**config.mk**
```make
export PLATFORM = sky130hd
export DESIGN_NAME = afu_port_tx_guard
export DESIGN_NICKNAME = d
export VERILOG_FILES = /design/src/rtl/afu_port_tx_guard.sv
export SDC_FILE = /design/constraint.sdc
export NUM_CORES = 1
export LEC_CHECK = 0
export ABC_AREA = 1
export BUFFER_PORTS_ARGS = -buffer_cell sky130_fd_sc_hd__buf_2
export CORE_AREA = 2 2 471 473
export DETAILED_ROUTE_END_ITERATION = 6
export DIE_AREA = 0 0 473 475
export PLACE_DENSITY_LB_ADDON = 0.15
export SYNTH_ARGS = -nofsm -noshare
export SYNTH_HDL_FRONTEND = slang
export SYNTH_SLANG_ARGS = --single-unit
```
**constraint.sdc**
```tcl
create_clock -name clk -period 3.3 [get_ports clk]
set_input_delay 0.33 -clock clk [delete_from_list [all_inputs] [get_ports clk]]
set_output_delay 0.33 -clock clk [all_outputs]
set_load 0.01 [all_outputs]
```
**src/rtl/afu_port_tx_guard.sv**
```systemverilog
`default_nettype none
// ============================================================================
// Module   : afu_port_tx_guard
// Purpose  : Per-port TX guard between an AFU TX stream and the PF/VF mux.
//            Forwards AXI-S beats through one output register. On a port
//            soft reset mid-packet it emits a synthetic tlast beat so the
//            mux never sees an open packet. While the port is held in reset
//            it sinks and discards upstream traffic. Counts truncated and
//            dropped packets (saturating, cleared only by rst_n).
// Options  : AFU_TX_GUARD_TIMEOUT_EN - mid-packet stall timeout that forces
//            a flush and sets the sticky timeout_err flag.
// Revision : 1.0 - initial release
// ============================================================================
module afu_port_tx_guard #(
  parameter int TDATA_WIDTH    = 512,
  parameter int TUSER_WIDTH    = 10,
  parameter int TIMEOUT_CYCLES = 4096
) (
  input  logic                     clk,
  input  logic                     rst_n,
  input  logic                     port_rst_n,
  input  logic                     s_tvalid,
  output logic                     s_tready,
  input  logic [TDATA_WIDTH-1:0]   s_tdata,
  input  logic [TDATA_WIDTH/8-1:0] s_tkeep,
  input  logic [TUSER_WIDTH-1:0]   s_tuser,
  input  logic                     s_tlast,
  output logic                     m_tvalid,
  input  logic                     m_tready,
  output logic [TDATA_WIDTH-1:0]   m_tdata,
  output logic [TDATA_WIDTH/8-1:0] m_tkeep,
  output logic [TUSER_WIDTH-1:0]   m_tuser,
  output logic                     m_tlast,
  output logic [15:0]              trunc_cnt,
  output logic [15:0]              drop_cnt,
  output logic                     timeout_err
);

  localparam int         c_KEEP_W   = TDATA_WIDTH / 8;
  localparam logic [1:0] c_ST_IDLE  = 2'd0;
  localparam logic [1:0] c_ST_PKT   = 2'd1;
  localparam logic [1:0] c_ST_FLUSH = 2'd2;
  localparam logic [1:0] c_ST_BLOCK = 2'd3;
  localparam logic [15:0] c_CNT_MAX = 16'hFFFF;

  logic [1:0]             r_state;
  logic [1:0]             w_state_nxt;
  logic                   r_ovld;
  logic [TDATA_WIDTH-1:0] r_tdata;
  logic [c_KEEP_W-1:0]    r_tkeep;
  logic [TUSER_WIDTH-1:0] r_tuser;
  logic                   r_tlast;
  logic [15:0]            r_trunc_cnt;
  logic [15:0]            r_drop_cnt;
  logic                   r_drop_mid;

  logic w_load;
  logic w_s_tready;
  logic w_acc;
  logic w_pass_acc;
  logic w_blk_acc;
  logic w_flush_load;
  logic w_drop_mid_nxt;
  logic w_timeout;
  logic w_hold;

  // Output register can take a new beat when empty or being drained
  assign w_load       = !r_ovld || m_tready;
  assign w_acc        = s_tvalid && w_s_tready;
  assign w_pass_acc   = w_acc && ((r_state == c_ST_IDLE) || (r_state == c_ST_PKT));
  assign w_blk_acc    = w_acc && (r_state == c_ST_BLOCK);
  assign w_flush_load = (r_state == c_ST_FLUSH) && w_load;
  // drop_mid as it will be after this cycle, used for the BLOCK exit decision
  assign w_drop_mid_nxt = w_blk_acc ? !s_tlast : r_drop_mid;

  // Upstream ready: forward states gate on room and port state, BLOCK sinks all
  always_comb begin
    w_s_tready = 1'b0;
    case (r_state)
      c_ST_IDLE, c_ST_PKT: w_s_tready = w_load && port_rst_n;
      c_ST_FLUSH:          w_s_tready = 1'b0;
      default:             w_s_tready = 1'b1;
    endcase
  end

  // Nothing is accepted while the block itself is in reset
  assign s_tready = w_s_tready && rst_n;

`ifdef AFU_TX_GUARD_TIMEOUT_EN
  localparam int c_STALL_W = (TIMEOUT_CYCLES > 2) ? $clog2(TIMEOUT_CYCLES) : 1;
  localparam logic [c_STALL_W-1:0] c_STALL_MAX = c_STALL_W'(TIMEOUT_CYCLES - 1);

  logic [c_STALL_W-1:0] r_stall;
  logic                 r_to_hold;
  logic                 r_timeout_err;
  logic                 w_stall_cyc;

  // A stall cycle: mid-packet, port up, room downstream, nothing arrived
  assign w_stall_cyc = (r_state == c_ST_PKT) && port_rst_n && !w_acc && w_load;
  assign w_timeout   = w_stall_cyc && (r_stall == c_STALL_MAX);
  // After a timeout the port must be cycled through reset before reuse
  assign w_hold      = r_to_hold;
  assign timeout_err = r_timeout_err;

  // Stall counter, sticky error flag and the post-timeout hold flag
  always_ff @(posedge clk or negedge rst_n) begin
    if (!rst_n) begin
      r_stall       <= '0;
      r_to_hold     <= 1'b0;
      r_timeout_err <= 1'b0;
    end else begin
      if (w_stall_cyc) begin
        r_stall <= w_timeout ? '0 : r_stall + c_STALL_W'(1);
      end else if ((r_state != c_ST_PKT) || w_acc) begin
        r_stall <= '0;
      end
      if (w_timeout) begin
        r_timeout_err <= 1'b1;
        r_to_hold     <= 1'b1;
      end else if (!port_rst_n) begin
        r_to_hold     <= 1'b0;
      end
    end
  end
`else
  assign w_timeout   = 1'b0;
  assign w_hold      = 1'b0;
  assign timeout_err = 1'b0;
`endif

  // Packet-boundary tracking state machine
  always_comb begin
    w_state_nxt = r_state;
    case (r_state)
      c_ST_IDLE: begin
        if (!port_rst_n)            w_state_nxt = c_ST_BLOCK;
        else if (w_acc && !s_tlast) w_state_nxt = c_ST_PKT;
      end
      c_ST_PKT: begin
        if (!port_rst_n || w_timeout) w_state_nxt = c_ST_FLUSH;
        else if (w_acc && s_tlast)    w_state_nxt = c_ST_IDLE;
      end
      c_ST_FLUSH: begin
        if (w_load) w_state_nxt = c_ST_BLOCK;
      end
      default: begin
        if (port_rst_n && !w_drop_mid_nxt && !w_hold) w_state_nxt = c_ST_IDLE;
      end
    endcase
  end

  // State and discard-side packet tracking
  always_ff @(posedge clk or negedge rst_n) begin
    if (!rst_n) begin
      r_state    <= c_ST_BLOCK;
      r_drop_mid <= 1'b0;
    end else begin
      r_state    <= w_state_nxt;
      r_drop_mid <= w_drop_mid_nxt;
    end
  end

  // Output register: forwarded beat, synthetic close beat, or drain
  always_ff @(posedge clk or negedge rst_n) begin
    if (!rst_n) begin
      r_ovld  <= 1'b0;
      r_tdata <= '0;
      r_tkeep <= '0;
      r_tuser <= '0;
      r_tlast <= 1'b0;
    end else if (w_pass_acc) begin
      r_ovld  <= 1'b1;
      r_tdata <= s_tdata;
      r_tkeep <= s_tkeep;
      r_tuser <= s_tuser;
      r_tlast <= s_tlast;
    end else if (w_flush_load) begin
      r_ovld  <= 1'b1;
      r_tdata <= '0;
      r_tkeep <= '1;
      r_tuser <= '0;
      r_tlast <= 1'b1;
    end else if (m_tready) begin
      r_ovld  <= 1'b0;
    end
  end

  // Saturating truncation and drop counters
  always_ff @(posedge clk or negedge rst_n) begin
    if (!rst_n) begin
      r_trunc_cnt <= '0;
      r_drop_cnt  <= '0;
    end else begin
      if (w_flush_load && (r_trunc_cnt != c_CNT_MAX)) r_trunc_cnt <= r_trunc_cnt + 16'd1;
      if (w_blk_acc && s_tlast && (r_drop_cnt != c_CNT_MAX)) r_drop_cnt <= r_drop_cnt + 16'd1;
    end
  end

  assign m_tvalid  = r_ovld;
  assign m_tdata   = r_tdata;
  assign m_tkeep   = r_tkeep;
  assign m_tuser   = r_tuser;
  assign m_tlast   = r_tlast;
  assign trunc_cnt = r_trunc_cnt;
  assign drop_cnt  = r_drop_cnt;

endmodule
`default_nettype wire

```
Word level (Yosys, flattened, before mapping)

Cells that the tools add are included.

Add/subtract/negate cells: 2
Eq/ne operators: 8
Multiplexer cells: 20
Reductions and logical operators: 23

Operators with widths:

| cell                  | number |
|---|---|
| $mux 512              | 2 |
| $mux 64               | 2 |
| $add 16x1->16 const B | 2 |
| $ne 16x16->1 const B  | 2 |
| $mux 10               | 2 |
| $logic_and 1x1->1     | 12 |
| $mux 2                | 6 |
| $mux 1                | 6 |
| $ne 3x2->1 const B    | 2 |
| $pmux 2 s3            | 1 |
| $eq 2x2->1 const B    | 2 |
| $reduce_and 4->1      | 1 |
| $reduce_bool 4->1     | 1 |
| $logic_not 1->1       | 3 |
| $reduce_bool 3->1     | 1 |
| $eq 2x1->1 const B    | 1 |
| $logic_not 2->1       | 1 |
| $logic_or 1x1->1      | 2 |
| $ne 2x2->1 const B    | 1 |
| $pmux 1 s2            | 1 |
| $reduce_bool 2->1     | 1 |
| $reduce_or 2->1       | 1 |

Bits in registers: 623
Input bits: 592
Logic and storage cells: 62

Longest topological paths before layout

Word-level depth: 11
Mapped depth: 12
Gate-level depth less buffers: 10

Worst setup path before layout

OpenSTA, ideal clock, no wires.

Path kind: reg2reg
Start: reg r_trunc_cnt[0] (netlist: trunc_cnt[0])
End: reg r_trunc_cnt[10] (netlist: trunc_cnt[10])
Arrival time: 1.672 ns
Required time: 3.183 ns
Path slack: 1.511 ns
Cell stages (with the launch flop): 10
Buffers on the path: 1
Period minus slack after synthesis: 1.789 ns
Path through: dfrtp_1 -> ha_1 -> inv_1 -> nor2_2 -> nand2_1 -> o21ai_1 -> inv_2 -> buf_2 -> nand2_1 -> nand2_1

Cells in the longest elaborated chain, start to end: 2

RTL lines:

| element                                                               | line | source |
|---|---|---|
| start, declared                                                       | 53   | `logic [15:0] r_trunc_cnt;` |
| start signal, assigned                                                | 194  | `if (w_flush_load && (r_trunc_cnt != c_CNT_MAX)) r_trunc_cnt <= r_trunc_cnt + 16'd1;` |
| parallel branches: the longest is 2 deep, another holds $add 16x1->16 | -    |  |

Several ways; the timed one is not identified.
A chain may end at the register's enable or synchronous reset.

Final worst setup path

Start: reg r_state[0]
End: reg r_tdata[1] (netlist: m_tdata[1])

Cells in the longest elaborated chain, start to end: 6

RTL lines:

| element                                       | line   | source |
|---|---|---|
| start, declared                               | 46     | `logic [1:0] r_state;` |
| start signal, assigned                        | 155    | `r_state <= c_ST_BLOCK;` |
| start signal, assigned                        | 158    | `r_state <= w_state_nxt;` |
| $eq 2x1->1 or $logic_not 2->1 (tied branches) | 70, 79 |  |
| $reduce_or 2->1                               | 79     | `case (r_state)` |
| $pmux 1 s2                                    | 79     |  |
| $logic_and 1x1->1                             | 69     | `assign w_acc = s_tvalid && w_s_tready;` |
| $logic_and 1x1->1                             | 70     | `assign w_pass_acc = w_acc && ((r_state == c_ST_IDLE) \|\| (r_state == c_ST_PKT));` |
| $mux 512 or $reduce_bool 2->1 (tied branches) | -      |  |
| end signal, assigned                          | 173    | `r_tdata <= s_tdata;` |
| end, declared                                 | 49     | `logic [TDATA_WIDTH-1:0] r_tdata;` |

Several ways; a longest one is shown, not always the timed one.

==> results.yml <==
setup_path:
  cpMostUsedCell: "nand2_1"
  cpLargestDelayFamily: "buffers and inverters"
  end_kind: "flip-flop"
  r2r_cells: 10
  critPathMaxFanout: 83
  slowest_delay_ns: 0.57
  cp_num_cells: 10
  setup.worst_path.start: "r_state[0]$_DFFE_PN1P_"
  worstSetupPathType: "flip-flop to flip-flop"
  r2r-end: "m_tdata[1]$_DFFE_PN0P_"
  path_cells: "nand2_1 > nand2_1 > nand2_1 > nor2_1 > nand2_4 > clkinv_16 > buf_12 > buf_4 > nand2_1 > nand2_1"
  critPathCapture: "m_tdata[1]$_DFFE_PN0P_"
  crit_buf_inv: 3
  worstPathRequired_ns: 3.92
  cp.arrival_ns: 2.97
  cp_slowest_cell: "dfstp_2"
  timing.rr.start: "r_state[0]$_DFFE_PN1P_"
  reg2reg_slack_ns: 0.95
  cp-start-kind: "flip-flop"
clock_tree:
  cts.clk_slew.worst_paths_ns: 0.06
  clock-sinks: 623
  cts_hold_buf: 590
  post_cts_buffers: 0
  h-tree-depth: 3
  root_buffer: "clkbuf_16"
  cts_buffer_depth: 3
  cts_tree: "yes"
  cts_resized: 0
  cts_buffers: 89
  worstSkewPairLatency_ns: 0.70
routing:
  num_vias: 25293
  drt_iter0_markers: 1232
  firstDrtPassIters: 5
  vias_per_cell: 3.31
  routedWlPerCell_um: 18.5
  wirelength_um: 142000
  drc_errors: 0
  ant_nets: 0
logic_synthesis:
  ys_ff_latch: 623
  synth_area_sq_um: 25000
  synth_top_cell_by_area: "dfrtp_1"
  synthesis.nets: 3457
  synth_top_cell_area_share_pct: 62.3
  yosys_warnings: 0
  synthCells: 2863
  synthTopCellsByArea: "dfrtp_1 62%, nand2_1 27%, nand3b_1 2.0%, inv_1 1.4%, buf_2 1.2%"
  ys_seq_area_share_pct: 62.5
  synth.avg_cell_area_sq_um: 8.72
  ys_types: 31
floorplan:
  row_count: 172
  core-area_sq_um: 219000
  floorplan.initialDensity_pct: 11.4
  die_area_sq_um: 225000
  die_y_um: 475
  die_w_um: 473
  ios: 1214
global_route:
  grt_pass1_vias: 26694
  grt_util_all_layers_pct: 12.1
  grt_pass1_wl_um: 198000
  grt_max_degree: 129
  antenna_found_initial: 55
  overflow: 0
sta:
  slew_headroom_pct: 43.0
  tns_ns: 0
  fin_crit_sh_pct: 71.1
  skew_ns: 0.0300
  setup_viol: 0
  hold_violations: 0
  worstMarginPinSlew_ns: 0.855
  rsz0062_at_grt: "no"
  report.final.slew_viol_count: 0
  worst_slack_ns: 0.954
  fmax_mhz: 426
  finalCriticalPeriod_ns: 2.35
cells_and_area:
  area_growth_pct: 74.2
  drive_above_1_share_pct: 30.1
  nets: 5276
worst_hold_path:
  hold_path_class: "input pin to asynchronous set/reset pin"
power:
  total_power_mw: 37.8
  power_density_nw_per_um2: 870
  p_leak_nw: 23.5
  peakVddDrop_mv: 0.367
run_status:
  status: "finished clean"
placed_design:
  post-place-ws_ns: 0.878
  globalplace.congestion: 0.797
  portBuffers: 1212
  dp_hpwl_um: 109000
flow_run:
  max_cap_viol_count: 0
==> kinds of logic (layout without fill, tap and decap cells) <==
group | after synthesis | in the layout | share of synthesized area [%]
compound gates | 22 | 22 | 0.456
buf+inv | 234 | 2127 | 4.92
xor+xnor | 21 | 21 | 0.737
simple gates | 1960 | 1960 | 31.3
other cells | 1 | 23 | 0.0150
fa+ha+maj | 2 | 2 | 0.100
flops | 623 | 623 | 62.5
==> sequential cells by signal, indices dropped and copies added (netlist names) <==
register,cells
m_tvalid,1
m_tuser,10
m_tkeep,64
r_state,2
m_tlast,1
r_drop_mid,1
m_tdata,512
trunc_cnt,16
drop_cnt,16
==> report_power, final <==
| part | internal, mW | switching [mW] | total [mW] |
|---|---|---|---|
| Combinational | 5.27 | 9.53 | 14.8 |
| Sequential | 11.1 | 2.11 | 13.2 |
| Clock | 5.84 | 4.02 | 9.86 |
==> per-stage QoR <==
stage	cells	area, sq um	hold slack, ns	util (%)
3_3_place_gp	6870	34500	0.346	15.8
3_5_place_dp	6870	34500	0.353	15.8
5_1_grt	7639	43400	0.158	19.8
6_report	7649	43500	0.196	19.8
2_1_floorplan	2863	25000	0.0344	-
4_1_cts	7625	43400	0.00246	19.8
==> layout by cell type, fill, tap and decap left out, types with 2 or more instances in the layout <==
cell	n
or2_2	14
nand3b_1	68
bufinv_16	4
diode_2	22
xnor2_1	16
clkbuf_16	91
or2_0	14
a21oi_1	3
nand4_1	3
dfstp_2	2
buf_2	1211
clkinv_8	2
o21ai_0	16
clkinv_2	5
buf_12	21
clkinv_16	2
nor2_1	33
buf_4	43
inv_1	89
ha_1	2
dfrtp_1	621
or2_1	36
clkbuf_1	32
dlygate4sd3_1	592
xor2_1	5
nand2_1	1769
nand3_1	20
inv_2	3
clkinv_4	6
clkinvlp_4	4
clkbuf_8	19
==> worst min-delay path by stage <==
| stage | startpoint | end | slack, ns | cells after the start |
|---|---|---|---|---|
| finish | rst_n | m_tdata[70]$_DFFE_PN0P_ | 0.20 | 2 |
| floorplan | rst_n | drop_cnt[0]$_DFFE_PN0P_ | 0.03 | 0 |
| detailed placement | rst_n | m_tdata[70]$_DFFE_PN0P_ | 0.35 | 1 |
| global placement | rst_n | m_tdata[70]$_DFFE_PN0P_ | 0.35 | 1 |
| CTS | s_tdata[60] | m_tdata[60]$_DFFE_PN0P_ | 0.002 | 3 |
| global route | rst_n | m_tdata[70]$_DFFE_PN0P_ | 0.16 | 2 |
==> cell usage after synthesis, drive strengths merged <==
master / n
nand2: 1770
dfrtp: 621
buf: 121
inv: 94
nand3b: 68
or2: 64
nor2: 34
nand3: 20
clkbuf: 19
o21ai: 17
xnor2: 16
xor2: 5
a21oi: 3
nand4: 3
dfstp: 2
ha: 2
a31oi: 1
conb: 1
nor3: 1
o21bai: 1
==> cell type report <==
| type | count | area (sq um) |
|---|---|---|
| Fill cell | 24782 | 176000 |
| Sequential cell | 623 | 15600 |
| Timing Repair Buffer | 1868 | 12700 |
| Multi-Input combinational cell | 2006 | 8140 |
| Tap cell | 2871 | 3590 |
| Clock buffer | 142 | 2660 |
| Inverter | 94 | 387 |
| Clock inverter | 23 | 299 |
| Antenna cell | 22 | 55.1 |
==> layer usage <==
layer / vias up / share of wire, % / global-route usage [%]
met2: 869 / 48 / 20.5
met3: 196 / 8.1 / 4.47
met5: - / 0.16 / 0
li1: 12320 / - / -
met4: 36 / 2.4 / 3.13
met1: 11872 / 41 / 14.4
==> worst reg2reg max path: stages (launching register included) <==
cell	delay (ns)
dfstp_2	0.57
nand2_1	0.08
nand2_1	0.10
nand2_1	0.07
nor2_1	0.16
nand2_4	0.15
clkinv_16	0.23
buf_12	0.35
buf_4	0.37
nand2_1	0.12
nand2_1	0.08
Note: power is estimated with default switching activity, not from simulation.
